[src/rtl/exe_pkg.sv]
// rtl/exe_pkg.sv - shared types and constants for the execute_md stage
// Contents: md_op_e (M-extension funct3), md_state_e (mul/div FSM),
// fwd_sel_e (operand forwarding select), ALU op and branch-type codes.
package exe_pkg;

    typedef enum logic [2:0] {
        MD_MUL    = 3'd0,
        MD_MULH   = 3'd1,
        MD_MULHSU = 3'd2,
        MD_MULHU  = 3'd3,
        MD_DIV    = 3'd4,
        MD_DIVU   = 3'd5,
        MD_REM    = 3'd6,
        MD_REMU   = 3'd7
    } md_op_e;

    typedef enum logic [1:0] {
        IDLE = 2'd0,
        BUSY = 2'd1,
        DONE = 2'd2
    } md_state_e;

    typedef enum logic [1:0] {
        FWD_REG = 2'b00,
        FWD_WB  = 2'b01,
        FWD_MEM = 2'b10
    } fwd_sel_e;

    // alu_op_exe[2:0]; alu_op_exe[3] selects SUB for ALU_ADD and SRA for ALU_SR
    localparam logic [2:0] ALU_ADD  = 3'd0;
    localparam logic [2:0] ALU_SLL  = 3'd1;
    localparam logic [2:0] ALU_SLT  = 3'd2;
    localparam logic [2:0] ALU_SLTU = 3'd3;
    localparam logic [2:0] ALU_XOR  = 3'd4;
    localparam logic [2:0] ALU_SR   = 3'd5;
    localparam logic [2:0] ALU_OR   = 3'd6;
    localparam logic [2:0] ALU_AND  = 3'd7;

    localparam logic [3:0] BJ_NONE = 4'd0;
    localparam logic [3:0] BJ_BEQ  = 4'd1;
    localparam logic [3:0] BJ_BNE  = 4'd2;
    localparam logic [3:0] BJ_BLT  = 4'd3;
    localparam logic [3:0] BJ_BGE  = 4'd4;
    localparam logic [3:0] BJ_BLTU = 4'd5;
    localparam logic [3:0] BJ_BGEU = 4'd6;
    localparam logic [3:0] BJ_JUMP = 4'd7;

    function automatic logic md_is_mul(md_op_e op);
        return op inside {MD_MUL, MD_MULH, MD_MULHSU, MD_MULHU};
    endfunction

endpackage

[src/rtl/execute_md_muldiv.sv]
// rtl/execute_md_muldiv.sv - iterative radix-2 multiply/divide unit (muldiv_unit)
// Ports: clk, rst_n (async active-low), start_i (accepted only in IDLE),
// op_i (md funct3), a_i/b_i operands, ack_i (result consumed in DONE),
// idle_o, done_o, result_o (valid while done_o).
// Macro EXE_FAST_MUL_EN: MUL* ops use a single-cycle multiply, IDLE->DONE.
module muldiv_unit
    import exe_pkg::*;
#(
    parameter int XLEN = 32
) (
    input  logic            clk,
    input  logic            rst_n,
    input  logic            start_i,
    input  logic [2:0]      op_i,
    input  logic [XLEN-1:0] a_i,
    input  logic [XLEN-1:0] b_i,
    input  logic            ack_i,
    output logic            idle_o,
    output logic            done_o,
    output logic [XLEN-1:0] result_o
);

    localparam int CNT_W = $clog2(XLEN);

    md_state_e        state_q, state_d;
    md_op_e           op_q, op_d;
    logic [CNT_W-1:0] cnt_q, cnt_d;
    logic [XLEN-1:0]  hi_q, hi_d, lo_q, lo_d, b_q, b_d;
    logic             neg_q, neg_d;

    md_op_e          op_in;
    logic            sa, sb, start_neg;
    logic [XLEN-1:0] mag_a, mag_b;

    // Operands are reduced to magnitudes; the sign is reapplied at DONE.
    always_comb begin
        op_in = md_op_e'(op_i);
        sa    = a_i[XLEN-1] & (op_in inside {MD_MULH, MD_MULHSU, MD_DIV, MD_REM});
        sb    = b_i[XLEN-1] & (op_in inside {MD_MULH, MD_DIV, MD_REM});
        mag_a = sa ? -a_i : a_i;
        mag_b = sb ? -b_i : b_i;
        case (op_in)
            MD_MULH:   start_neg = sa ^ sb;
            MD_MULHSU: start_neg = sa;
            // divide by zero keeps the all-ones quotient unsigned
            MD_DIV:    start_neg = (sa ^ sb) & (b_i != '0);
            MD_REM:    start_neg = sa;
            default:   start_neg = 1'b0;
        endcase
    end

`ifdef EXE_FAST_MUL_EN
    logic [2*XLEN-1:0] fast_prod;
    assign fast_prod = {{XLEN{1'b0}}, mag_a} * {{XLEN{1'b0}}, mag_b};
`endif

    // Multiply: {hi,lo} is a right-shifting accumulator with lo holding the multiplier.
    // Divide: hi is the partial remainder, lo shifts the dividend out and quotient in.
    logic [XLEN:0]   add_sum;
    logic [XLEN:0]   div_shift;
    logic [XLEN+1:0] div_diff;

    always_comb begin
        add_sum   = {1'b0, hi_q} + (lo_q[0] ? {1'b0, b_q} : '0);
        div_shift = {hi_q, lo_q[XLEN-1]};
        div_diff  = {1'b0, div_shift} - {2'b00, b_q};
    end

    always_comb begin
        state_d = state_q;
        op_d    = op_q;
        cnt_d   = cnt_q;
        hi_d    = hi_q;
        lo_d    = lo_q;
        b_d     = b_q;
        neg_d   = neg_q;
        case (state_q)
            IDLE: begin
                if (start_i) begin
                    op_d    = op_in;
                    neg_d   = start_neg;
                    cnt_d   = '0;
                    hi_d    = '0;
                    lo_d    = mag_a;
                    b_d     = mag_b;
                    state_d = BUSY;
`ifdef EXE_FAST_MUL_EN
                    if (md_is_mul(op_in)) begin
                        {hi_d, lo_d} = fast_prod;
                        state_d      = DONE;
                    end
`endif
                end
            end
            BUSY: begin
                if (md_is_mul(op_q)) begin
                    hi_d = add_sum[XLEN:1];
                    lo_d = {add_sum[0], lo_q[XLEN-1:1]};
                end else if (!div_diff[XLEN+1]) begin
                    hi_d = div_diff[XLEN-1:0];
                    lo_d = {lo_q[XLEN-2:0], 1'b1};
                end else begin
                    hi_d = div_shift[XLEN-1:0];
                    lo_d = {lo_q[XLEN-2:0], 1'b0};
                end
                cnt_d = cnt_q + 1'b1;
                if (cnt_q == CNT_W'(XLEN - 1)) begin
                    cnt_d   = '0;
                    state_d = DONE;
                end
            end
            DONE: begin
                if (ack_i) begin
                    state_d = IDLE;
                end
            end
            default: state_d = IDLE;
        endcase
    end

    always_ff @(posedge clk or negedge rst_n) begin
        if (!rst_n) begin
            state_q <= IDLE;
            op_q    <= MD_MUL;
            cnt_q   <= '0;
            hi_q    <= '0;
            lo_q    <= '0;
            b_q     <= '0;
            neg_q   <= 1'b0;
        end else begin
            state_q <= state_d;
            op_q    <= op_d;
            cnt_q   <= cnt_d;
            hi_q    <= hi_d;
            lo_q    <= lo_d;
            b_q     <= b_d;
            neg_q   <= neg_d;
        end
    end

    logic [2*XLEN-1:0] prod_fix;

    always_comb begin
        prod_fix = neg_q ? -{hi_q, lo_q} : {hi_q, lo_q};
        if (op_q == MD_MUL) begin
            result_o = prod_fix[XLEN-1:0];
        end else if (md_is_mul(op_q)) begin
            result_o = prod_fix[2*XLEN-1:XLEN];
        end else if (op_q inside {MD_DIV, MD_DIVU}) begin
            result_o = neg_q ? -lo_q : lo_q;
        end else begin
            result_o = neg_q ? -hi_q : hi_q;
        end
    end

    assign idle_o = (state_q == IDLE);
    assign done_o = (state_q == DONE);

endmodule

[src/rtl/execute_md.sv]
// rtl/execute_md.sv - execute stage: forwarding, ALU, branch resolution, EX/MEM register, mul/div
// Ports: clk, rst_n (async active-low); ID/EX inputs (valid_exe, next_pc_exe, reg1, reg2,
// imm, alu_op_exe, bj_inst_exe, md_en_exe, md_op_exe, data_sel_exe, jalr_exe, lui_ex,
// forward_control1/2, wbdata_wb_ex, wrt_dst_exe, reg_wrt_en_exe, ctrl_exe); stall_mem in;
// stall_exe, branch, branch_pc out; EX/MEM register outputs *_mem.
// Macro EXE_FAST_MUL_EN (in muldiv_unit): single-cycle MUL* ops.
module execute_md
    import exe_pkg::*;
#(
    parameter int XLEN   = 32,
    parameter int REG_AW = 5,
    parameter int CTRL_W = 12
) (
    input  logic              clk,
    input  logic              rst_n,
    input  logic              valid_exe,
    input  logic [XLEN-1:0]   next_pc_exe,
    input  logic [XLEN-1:0]   reg1,
    input  logic [XLEN-1:0]   reg2,
    input  logic [XLEN-1:0]   imm,
    input  logic [3:0]        alu_op_exe,
    input  logic [3:0]        bj_inst_exe,
    input  logic              md_en_exe,
    input  logic [2:0]        md_op_exe,
    input  logic              data_sel_exe,
    input  logic              jalr_exe,
    input  logic              lui_ex,
    input  logic [1:0]        forward_control1,
    input  logic [1:0]        forward_control2,
    input  logic [XLEN-1:0]   wbdata_wb_ex,
    input  logic [REG_AW-1:0] wrt_dst_exe,
    input  logic              reg_wrt_en_exe,
    input  logic [CTRL_W-1:0] ctrl_exe,
    input  logic              stall_mem,
    output logic              stall_exe,
    output logic              branch,
    output logic [XLEN-1:0]   branch_pc,
    output logic              valid_mem,
    output logic [XLEN-1:0]   alu_result_mem,
    output logic [XLEN-1:0]   write_data_mem,
    output logic [XLEN-1:0]   next_pc_mem,
    output logic [REG_AW-1:0] wrt_dst_mem,
    output logic              reg_wrt_en_mem,
    output logic [CTRL_W-1:0] ctrl_mem
);

    localparam int SH_W = $clog2(XLEN);

    logic              valid_q, valid_d, reg_wrt_en_q, reg_wrt_en_d;
    logic [XLEN-1:0]   result_q, result_d, wdata_q, wdata_d, npc_q, npc_d;
    logic [REG_AW-1:0] dst_q, dst_d;
    logic [CTRL_W-1:0] ctrl_q, ctrl_d;

    logic [XLEN-1:0]   op_a, fwd_b, op_b, alu_res, target;
    logic [SH_W-1:0]   shamt;
    logic [XLEN-1:0]   sra_res;
    logic              bj_taken, stall_int;

    always_comb begin
        case (fwd_sel_e'(forward_control1))
            FWD_WB:  op_a = wbdata_wb_ex;
            FWD_MEM: op_a = result_q;
            default: op_a = reg1;
        endcase
        case (fwd_sel_e'(forward_control2))
            FWD_WB:  fwd_b = wbdata_wb_ex;
            FWD_MEM: fwd_b = result_q;
            default: fwd_b = reg2;
        endcase
        op_b = (data_sel_exe && fwd_sel_e'(forward_control2) == FWD_REG) ? imm : fwd_b;
    end

    assign shamt   = op_b[SH_W-1:0];
    assign sra_res = $unsigned($signed(op_a) >>> shamt);

    always_comb begin
        case (alu_op_exe[2:0])
            ALU_ADD:  alu_res = alu_op_exe[3] ? op_a - op_b : op_a + op_b;
            ALU_SLL:  alu_res = op_a << shamt;
            ALU_SLT:  alu_res = {{(XLEN-1){1'b0}}, $signed(op_a) < $signed(op_b)};
            ALU_SLTU: alu_res = {{(XLEN-1){1'b0}}, op_a < op_b};
            ALU_XOR:  alu_res = op_a ^ op_b;
            ALU_SR:   alu_res = alu_op_exe[3] ? sra_res : op_a >> shamt;
            ALU_OR:   alu_res = op_a | op_b;
            default:  alu_res = op_a & op_b;
        endcase
        if (lui_ex) begin
            alu_res = op_b;
        end
    end

    // Branch compares the forwarded register pair, never the immediate.
    always_comb begin
        case (bj_inst_exe)
            BJ_BEQ:  bj_taken = (op_a == fwd_b);
            BJ_BNE:  bj_taken = (op_a != fwd_b);
            BJ_BLT:  bj_taken = ($signed(op_a) < $signed(fwd_b));
            BJ_BGE:  bj_taken = ($signed(op_a) >= $signed(fwd_b));
            BJ_BLTU: bj_taken = (op_a < fwd_b);
            BJ_BGEU: bj_taken = (op_a >= fwd_b);
            BJ_JUMP: bj_taken = 1'b1;
            default: bj_taken = 1'b0;
        endcase
        target = (jalr_exe ? op_a : next_pc_exe) + imm;
    end

    logic            md_req, md_idle, md_done;
    logic [XLEN-1:0] md_result;

    assign md_req = valid_exe & md_en_exe;

    muldiv_unit #(.XLEN(XLEN)) u_muldiv (
        .clk      (clk),
        .rst_n    (rst_n),
        .start_i  (md_req & ~stall_mem),
        .op_i     (md_op_exe),
        .a_i      (op_a),
        .b_i      (fwd_b),
        .ack_i    (~stall_mem),
        .idle_o   (md_idle),
        .done_o   (md_done),
        .result_o (md_result)
    );

    // EX is occupied from the cycle an M op is seen until its result leaves DONE.
    assign stall_int = (md_idle & md_req) | (~md_idle & ~md_done) | (md_done & stall_mem);
    assign stall_exe = rst_n & stall_int;
    assign branch    = rst_n & valid_exe & ~stall_int & ~md_en_exe & bj_taken;
    assign branch_pc = {target[XLEN-1:1], target[0] & ~jalr_exe};

    always_comb begin
        valid_d      = valid_q;
        result_d     = result_q;
        wdata_d      = wdata_q;
        npc_d        = npc_q;
        dst_d        = dst_q;
        reg_wrt_en_d = reg_wrt_en_q;
        ctrl_d       = ctrl_q;
        if (!stall_mem) begin
            if (md_done || (md_idle && !md_req)) begin
                valid_d      = valid_exe;
                result_d     = md_done ? md_result : alu_res;
                wdata_d      = fwd_b;
                npc_d        = next_pc_exe;
                dst_d        = wrt_dst_exe;
                reg_wrt_en_d = reg_wrt_en_exe & valid_exe;
                ctrl_d       = ctrl_exe;
            end else begin
                valid_d      = 1'b0;
                reg_wrt_en_d = 1'b0;
                ctrl_d       = '0;
            end
        end
    end

    always_ff @(posedge clk or negedge rst_n) begin
        if (!rst_n) begin
            valid_q      <= 1'b0;
            result_q     <= '0;
            wdata_q      <= '0;
            npc_q        <= '0;
            dst_q        <= '0;
            reg_wrt_en_q <= 1'b0;
            ctrl_q       <= '0;
        end else begin
            valid_q      <= valid_d;
            result_q     <= result_d;
            wdata_q      <= wdata_d;
            npc_q        <= npc_d;
            dst_q        <= dst_d;
            reg_wrt_en_q <= reg_wrt_en_d;
            ctrl_q       <= ctrl_d;
        end
    end

    assign valid_mem      = valid_q;
    assign alu_result_mem = result_q;
    assign write_data_mem = wdata_q;
    assign next_pc_mem    = npc_q;
    assign wrt_dst_mem    = dst_q;
    assign reg_wrt_en_mem = reg_wrt_en_q;
    assign ctrl_mem       = ctrl_q;

endmodule

[config.mk]
export PLATFORM = sky130hd
export DESIGN_NAME = execute_md
export DESIGN_NICKNAME = d
export VERILOG_FILES = /design/src/rtl/exe_pkg.sv /design/src/rtl/execute_md_muldiv.sv /design/src/rtl/execute_md.sv
export SDC_FILE = /design/constraint.sdc
export NUM_CORES = 2
export LEC_CHECK = 0
export CORE_MARGIN = 8
export CORE_UTILIZATION = 43
export DETAILED_ROUTE_END_ITERATION = 6
export PLACE_DENSITY = 0.71
export SYNTH_ARGS = -nofsm -noshare
export SYNTH_HDL_FRONTEND = slang
export SYNTH_SLANG_ARGS = --single-unit
[constraint.sdc]
create_clock -name clk -period 6.9 [get_ports clk]
set_input_delay 1.38 -clock clk [delete_from_list [all_inputs] [get_ports clk]]
set_output_delay 1.38 -clock clk [all_outputs]
set_load 0.005 [all_outputs]
# Word level (Yosys, flattened, before mapping)
# Cells that the tools add are included.
dict set report word_totals {
  regBits 222
  output_inout_bits 149
  inputBits 201
}
dict set report op_classes {
  mux 38
  n_shift 3
  order_cmp 6
  eq_ne 34
  reduce_logical 19
  add_sub_neg 11
  bitwise 27
}
# operator count
set ops {}
lappend ops {{32-bit two-way mux} 19}
lappend ops {{32-bit one-hot mux with 2 select lines} 4}
lappend ops {{32-bit one-hot mux with 7 select lines} 1}
lappend ops {{32-bit < comparator} 4}
lappend ops {{32-bit negation} 4}
lappend ops {{32-bit adder} 2}
lappend ops {{32-bit greater-or-equal comparator} 2}
lappend ops {{64-bit two-way mux} 1}
lappend ops {{64-bit negation} 1}
lappend ops {{33-bit by 32-bit subtractor with 34-bit output} 1}
lappend ops {{32-bit by 33-bit adder with 33-bit output} 1}
lappend ops {{32-bit bitwise AND} 1}
lappend ops {{32-bit equality test} 1}
lappend ops {{32-bit != test} 1}
lappend ops {{32-bit bitwise OR} 1}
lappend ops {{32-bit nonzero test} 1}
lappend ops {{32-bit by 5-bit << shifter with 32-bit output} 1}
lappend ops {{32-bit by 5-bit >> shifter with 32-bit output} 1}
lappend ops {{32-bit by 5-bit >>> shifter with 32-bit output} 1}
lappend ops {{32-bit subtractor} 1}
lappend ops {{32-bit bitwise XOR} 1}
lappend ops {{3-bit equality test (second input constant)} 7}
lappend ops {{4-bit by 3-bit equality test with 1-bit output (second input constant)} 4}
lappend ops {{1-bit bitwise AND} 15}
lappend ops {{32 further kinds} 62}

# Longest topological paths before layout
dict set report depth {
  ltp_word 9
  depth_mapped 24
  ltp_nobuf 19
}

# Modules after synthesis
# Synthesis repeated with hierarchy kept, for this count alone.
dict set report hier_totals {
  hier_cells 4250
  area_unflattened_um2 30534.3
}
# module instances area_each_um2 cells_per_inst
set modules_own_cells {}
lappend modules_own_cells {execute_md 1 18048.6 2556}
lappend modules_own_cells {muldiv_unit 1 12485.7 1694}

# Worst setup path after synthesis
# No wires, ideal clock.
dict set report synth_timing {
  kind {input to output}
  startpoint {input port forward_control2[0]}
  endpoint {output port branch}
  path_stages 17
  arrival_ps 5228
  n_path_buf 5
  required_ps 5520
  setup_slack_ps 292
  path_cell_list {inv_1 > ha_1 > buf_4 > buf_4 > buf_2 > buf_1 > buf_1 > o21ai_1 > ha_1 > nand2_1 > nor4_1 > nand3_1 > nor4_1 > mux2i_1 > or4_1 > a31o_2 > a21oi_1}
}
dict set report synth_via {
  elab_chain_cells 5
  elab_cells_between_ends 11
}
# item line_no
set synth_rtl {}
lappend synth_rtl {{start: declaration} execute_md.sv:29} ;# input logic [1:0] forward_control2,
lappend synth_rtl {{2-bit equality test or 2-bit by 1-bit equality test with 1-bit output (tied branches)} execute_md.sv:65} ;# case (fwd_sel_e'(forward_control2))
lappend synth_rtl {{32-bit one-hot mux with 2 select lines (*)} execute_md.sv:65}
lappend synth_rtl {{32-bit greater-or-equal comparator (tied with other cells)} execute_md.sv:100} ;# BJ_BGEU: bj_taken = (op_a >= fwd_b);
lappend synth_rtl {{1-bit one-hot mux with 7 select lines (*)} execute_md.sv:94} ;# case (bj_inst_exe)
lappend synth_rtl {{1-bit bitwise AND (*)} execute_md.sv:128} ;# assign branch = rst_n & valid_exe & ~stall_int & ~md_en_exe & bj_taken;
lappend synth_rtl {{end: declaration} execute_md.sv:36} ;# output logic branch,
# Mark *: on every way between the ends. The rest lies on a longest branch, timed or not.

# Final worst setup path
dict set report layout_timing {
  startpoint {input port forward_control1[0]}
  endpoint {output port branch_pc[27]}
}
dict set report layout_via {
  elab_chain_cells 4
  elab_cells_between_ends 5
}
# item line_no
set layout_rtl {}
lappend layout_rtl {{start: declaration} execute_md.sv:28} ;# input logic [1:0] forward_control1,
lappend layout_rtl {{2-bit equality test or 2-bit by 1-bit equality test with 1-bit output (tied branches)} execute_md.sv:60} ;# case (fwd_sel_e'(forward_control1))
lappend layout_rtl {{32-bit one-hot mux with 2 select lines (*)} execute_md.sv:60}
lappend layout_rtl {{32-bit two-way mux (*)} execute_md.sv:104} ;# target = (jalr_exe ? op_a : next_pc_exe) + imm;
lappend layout_rtl {{32-bit adder (*)} execute_md.sv:104}
lappend layout_rtl {{end: declaration} execute_md.sv:37} ;# output logic [XLEN-1:0] branch_pc,
# Marks and branches as above.

==> impl_results.html <==
<table>
<tr><th>Metric</th><th>Value</th></tr>
<tr><th colspan="2">Yosys</th></tr>
<tr><td>Fraction of synthesis flops using an asynchronous set or reset pin</td><td>100%</td></tr>
<tr><td>Post-synthesis cell count</td><td>4,116</td></tr>
<tr><td>Main synth FF type</td><td>sky130_fd_sc_hd__dfrtp_1</td></tr>
<tr><td>Cell with the most instances after synthesis</td><td>sky130_fd_sc_hd__nand2_1</td></tr>
<tr><td>Number of synthesized flops with an enable pin</td><td>0</td></tr>
<tr><td>Share of the synthesized area in the top cell type</td><td>a little under a fifth</td></tr>
<tr><td>Area of the mapped netlist</td><td>29,900 um2</td></tr>
<tr><td>Fraction of the yosys area taken by sequential cells</td><td>18.6%</td></tr>
<tr><td>Post-synthesis average cell area</td><td>roughly 7.3 um2</td></tr>
<tr><td>Ys Warns</td><td>0</td></tr>
<tr><td>Post-synth net total</td><td>4,552</td></tr>
<tr><td>Synth area leaders</td><td>sky130_fd_sc_hd__dfrtp_1 (19%), sky130_fd_sc_hd__ha_1 (9.7%), sky130_fd_sc_hd__nand2_1 (6.7%)</td></tr>
<tr><td>Ranking of synthesized cells by instance count</td><td>sky130_fd_sc_hd__nand2_1 (533), sky130_fd_sc_hd__o21ai_0 (371), sky130_fd_sc_hd__a21oi_1 (324), sky130_fd_sc_hd__nor2_1 (323), sky130_fd_sc_hd__ha_1 (232)</td></tr>
<tr><td>Post-synthesis sequential element count</td><td>222</td></tr>
<tr><td>Netlist cell types</td><td>97</td></tr>
<tr><td>Largest area contributor in the synthesized netlist</td><td>sky130_fd_sc_hd__dfrtp_1</td></tr>
<tr><th colspan="2">GRT</th></tr>
<tr><td>Antenna violations before repair</td><td>14</td></tr>
<tr><td>Congestion Overflow GR</td><td>0</td></tr>
<tr><td>Vias in the first global route</td><td>about 35,000</td></tr>
<tr><td>Largest net degree at the start of global routing</td><td>90</td></tr>
<tr><td>Total global routing track utilization</td><td>a little over two fifths</td></tr>
<tr><td>Wire length of the first global-routing pass</td><td>249,000 um</td></tr>
<tr><th colspan="2">Finish</th></tr>
<tr><td>Nets@finish</td><td>5,162</td></tr>
<tr><td>Finished Layout Cells</td><td>5,684</td></tr>
<tr><td>Synth-to-Final Area Change</td><td>29.7%</td></tr>
<tr><td>Fraction of layout instances using a drive strength above 1</td><td>15.3%</td></tr>
<tr><td>Layout filler cell count</td><td>roughly 6,700</td></tr>
<tr><th colspan="2">Run status</th></tr>
<tr><td>Result of the run</td><td>complete, no violations</td></tr>
<tr><th colspan="2">Clock network</th></tr>
<tr><td>Worst-Skew Late Latency</td><td>630 ps</td></tr>
<tr><td>Clock-pin slew on the worst setup and hold paths</td><td>60 ps</td></tr>
<tr><td>Buffer cell driving the clock tree root</td><td>sky130_fd_sc_hd__clkbuf_16</td></tr>
<tr><td>Num CTS Buffers</td><td>30</td></tr>
<tr><td>Post-CTS Hold Fix Bufs</td><td>0</td></tr>
<tr><td>Max Root-Sink Buffers</td><td>3</td></tr>
<tr><td>Number of sinks driven by the clock tree</td><td>222</td></tr>
<tr><td>H-Tree Depth</td><td>1</td></tr>
<tr><td>CTS tree</td><td>built</td></tr>
<tr><th colspan="2">Power</th></tr>
<tr><td>Post-layout power</td><td>0.0163 W</td></tr>
<tr><td>Switching power total</td><td>between 0.008 and 0.009 W</td></tr>
<tr><td>Internal power consumption</td><td>0.00773 W</td></tr>
<tr><td>Total power divided by cell area</td><td>around 420 nW/um2</td></tr>
<tr><td>Worst vdd ir</td><td>0.279 mV</td></tr>
<tr><td>Total leakage power</td><td>17.3 nW</td></tr>
<tr><td>Clock network fraction of total power</td><td>10.8%</td></tr>
<tr><td>Part of the power in combinational logic</td><td>just over 70%</td></tr>
<tr><td>Register share of total power</td><td>18.3%</td></tr>
<tr><td>Switching power share of the total</td><td>between 50% and 60%</td></tr>
<tr><th colspan="2">Timing</th></tr>
<tr><td>Final min period</td><td>6820 ps</td></tr>
<tr><td>Endpoints failing hold</td><td>0</td></tr>
<tr><td>Final number of setup-violating endpoints</td><td>0</td></tr>
<tr><td>Setup skew after layout</td><td>23.4 ps</td></tr>
<tr><td>Max-Slew Margin vs Limit</td><td>12.5%</td></tr>
<tr><td>Final slew viol count</td><td>0</td></tr>
<tr><td>RSZ-0062 raised after global routing</td><td>true</td></tr>
<tr><td>Period utilization</td><td>98.8%</td></tr>
<tr><td>Slew at the pin closest to its max-slew limit</td><td>~1300 ps</td></tr>
<tr><td>Fmax</td><td>roughly 0.15 GHz</td></tr>
<tr><th colspan="2">Placement</th></tr>
<tr><td>Final Wtd Congestion</td><td>1.10</td></tr>
<tr><td>IO Port Bufs</td><td>349</td></tr>
<tr><td>HPWL after DPL</td><td>142,000 um</td></tr>
<tr><td>Placed Cells</td><td>5,620</td></tr>
<tr><th colspan="2">Route</th></tr>
<tr><td>Via density per instance</td><td>around 6.6</td></tr>
<tr><td>Count of vias placed by the detailed router</td><td>37,300</td></tr>
<tr><td>Mean routed wirelength per cell</td><td>30.9 um</td></tr>
<tr><td>DRT iter0 DRCs</td><td>5,566</td></tr>
<tr><td>Post-detailed-routing wire length</td><td>176,000 um</td></tr>
<tr><td>First-pass iteration count of the detailed router</td><td>6</td></tr>
<tr><td>Residual antenna-violating net count after detailed routing</td><td>0</td></tr>
<tr><td>DRC errors left</td><td>0</td></tr>
<tr><th colspan="2">Floorplan</th></tr>
<tr><td>Top-Level Pins</td><td>350</td></tr>
<tr><td>Number of rows in the core area</td><td>96</td></tr>
<tr><td>Die span in y</td><td>280 um</td></tr>
<tr><td>Starting utilization of the core area</td><td>a little over two fifths</td></tr>
<tr><td>Total Die Area</td><td>78,200 um2</td></tr>
<tr><td>Core area</td><td>about 69,000 um2</td></tr>
<tr><td>Width of the die</td><td>280 um</td></tr>
<tr><th colspan="2">Critical path</th></tr>
<tr><td>Required time at the worst-slack endpoint</td><td>between 5000 and 6000 ps</td></tr>
<tr><td>Maximum net fanout on the critical path</td><td>11</td></tr>
<tr><td>Critical Setup Path Class</td><td>in -&gt; out</td></tr>
<tr><td>CP Launch Type</td><td>input pin</td></tr>
<tr><td>Sort of element at the end of the critical path</td><td>output pin</td></tr>
<tr><td>Crit path arrival time</td><td>about 5400 ps</td></tr>
<tr><th colspan="2">Run</th></tr>
<tr><td>Max-cap violation count</td><td>0</td></tr>
<tr><th colspan="2">Hold path</th></tr>
<tr><td>Min-Delay Path Class</td><td>reg -&gt; reg</td></tr>
</table>
[critical path, stage by stage]
cell	delay [ps]
sky130_fd_sc_hd__clkdlybuf4s18_2	280
sky130_fd_sc_hd__inv_1	100
sky130_fd_sc_hd__ha_4	190
sky130_fd_sc_hd__buf_4	180
sky130_fd_sc_hd__a22oi_2	170
sky130_fd_sc_hd__buf_4	160
sky130_fd_sc_hd__o21ai_0	100
sky130_fd_sc_hd__mux2_2	280
sky130_fd_sc_hd__ha_1	290
sky130_fd_sc_hd__a21oi_1	150
sky130_fd_sc_hd__nor2b_1	70
sky130_fd_sc_hd__or2_2	300
sky130_fd_sc_hd__a221o_1	320
sky130_fd_sc_hd__a31o_2	260
sky130_fd_sc_hd__a31o_2	260
sky130_fd_sc_hd__a31oi_2	160
sky130_fd_sc_hd__buf_4	140
sky130_fd_sc_hd__xnor2_1	110
sky130_fd_sc_hd__clkdlybuf4s50_1	530
[what timing repair did]
item	in CTS	in global routing
endpoints found under the setup margin	23	13
buffers inserted	1	3
cloned	0	1
pin swaps	3	8
resized for setup	37	33
[registers in the layout, indices dropped and copies added, names as in the netlist]
| name | count |
|---|---|
| alu_result_mem | 32 |
| ctrl_mem | 12 |
| next_pc_mem | 32 |
| reg_wrt_en_mem | 1 |
| u_muldiv.b_q | 32 |
| u_muldiv.cnt_q | 5 |
| u_muldiv.hi_q | 32 |
| u_muldiv.lo_q | 32 |
| u_muldiv.neg_q | 1 |
| u_muldiv.op_q | 3 |
| u_muldiv.state_q | 2 |
| valid_mem | 1 |
| write_data_mem | 32 |
| wrt_dst_mem | 5 |
[path summary, 6_finish.rpt]
path	cells after the start	slack, ps	from	to
worst min register to register	2	480	wrt_dst_mem[3]	wrt_dst_mem[3]
worst max-delay path	19	80	forward_control1[0]	branch_pc[27]
max in group asynchronous	3	4080	rst_n	u_muldiv.op_q[2]
worst max register to register	20	1500	alu_result_mem[5]	alu_result_mem[0]
min in group asynchronous	1	680	rst_n	write_data_mem[17]
worst min-delay path	2	480	wrt_dst_mem[3]	wrt_dst_mem[3]
[placed cells by master, fill, tap and decap left out, drive strengths merged, types with 57 or more instances in the layout]
master,instances
clkdlybuf4s50,329
a22oi,80
dfrtp,222
a31oi,57
buf,520
a21oi,324
nor3,83
o21ai,414
xnor2,152
nand2,534
a21o,71
xor2,74
o211ai,60
inv,195
mux2i,190
a211oi,80
nor2,324
ha,232
mux2,61
nand3,58
[power by group through the flow]
| stage | Combinational (W) | Clock, W | Sequential [W] |
|---|---|---|---|
| 6_report | 0.0115 | 0.00175 | 0.00298 |
| 2_1_floorplan | 0.00690 | 0 | 0.00238 |
| 4_1_cts | 0.0112 | 0.00176 | 0.00290 |
| 5_1_grt | 0.0123 | 0.00180 | 0.00300 |
| 3_3_place_gp | 0.0110 | 0 | 0.00291 |
| 3_5_place_dp | 0.0111 | 0 | 0.00291 |
[through the flow]
| stage | setup TNS, ps | instance area (um2) | hold slack (ps) | worst slack, ps | utilization [%] |
|---|---|---|---|---|---|
| floorplan | 0 | 29900 | 450 | 292 | - |
| global placement | -11700 | 37400 | 457 | -937 | 54.5 |
| detailed placement | -11400 | 37400 | 462 | -954 | 54.5 |
| CTS | 0 | 38600 | 476 | 16.4 | 56.2 |
| global route | -1.73 | 38800 | 491 | -1.73 | 56.4 |
| finish | 0 | 38800 | 475 | 82.2 | 56.4 |
[cell type report]
| type | count | area, um2 | share of cell area [%] |
|---|---|---|---|
| antenna | 6 | 15.0 | 0.0387 |
| clock inverter | 16 | 255 | 0.658 |
| tap | 931 | 1160 | 3.00 |
| inverter | 195 | 733 | 1.89 |
| timing repair buffer | 865 | 7510 | 19.4 |
| multi-input combinational | 3412 | 22700 | 58.6 |
| clock buffer | 37 | 827 | 2.13 |
| sequential | 222 | 5560 | 14.3 |
[logic make-up after synthesis]
family / count (synthesis) / share of synthesized area (%)
buffers and inverters: 482 / 6.26
XOR/XNOR: 226 / 6.62
multiplexers: 251 / 8.67
AND/OR/NAND/NOR: 1253 / 18.9
flip-flops: 222 / 18.6
adder cells (fa/ha/maj): 235 / 9.91
AO/OA/AOI/OAI: 1447 / 31.1
[metal layers]
metal	GRT usage [%]	part of all wire, %	vias to the layer above
met5	0	0.025	-
met4	23.3	6.9	8
met3	10.7	12	526
met2	63.5	42	2592
met1	56.1	39	17900
li1	-	-	16300
(Power assumes the default switching activity.)
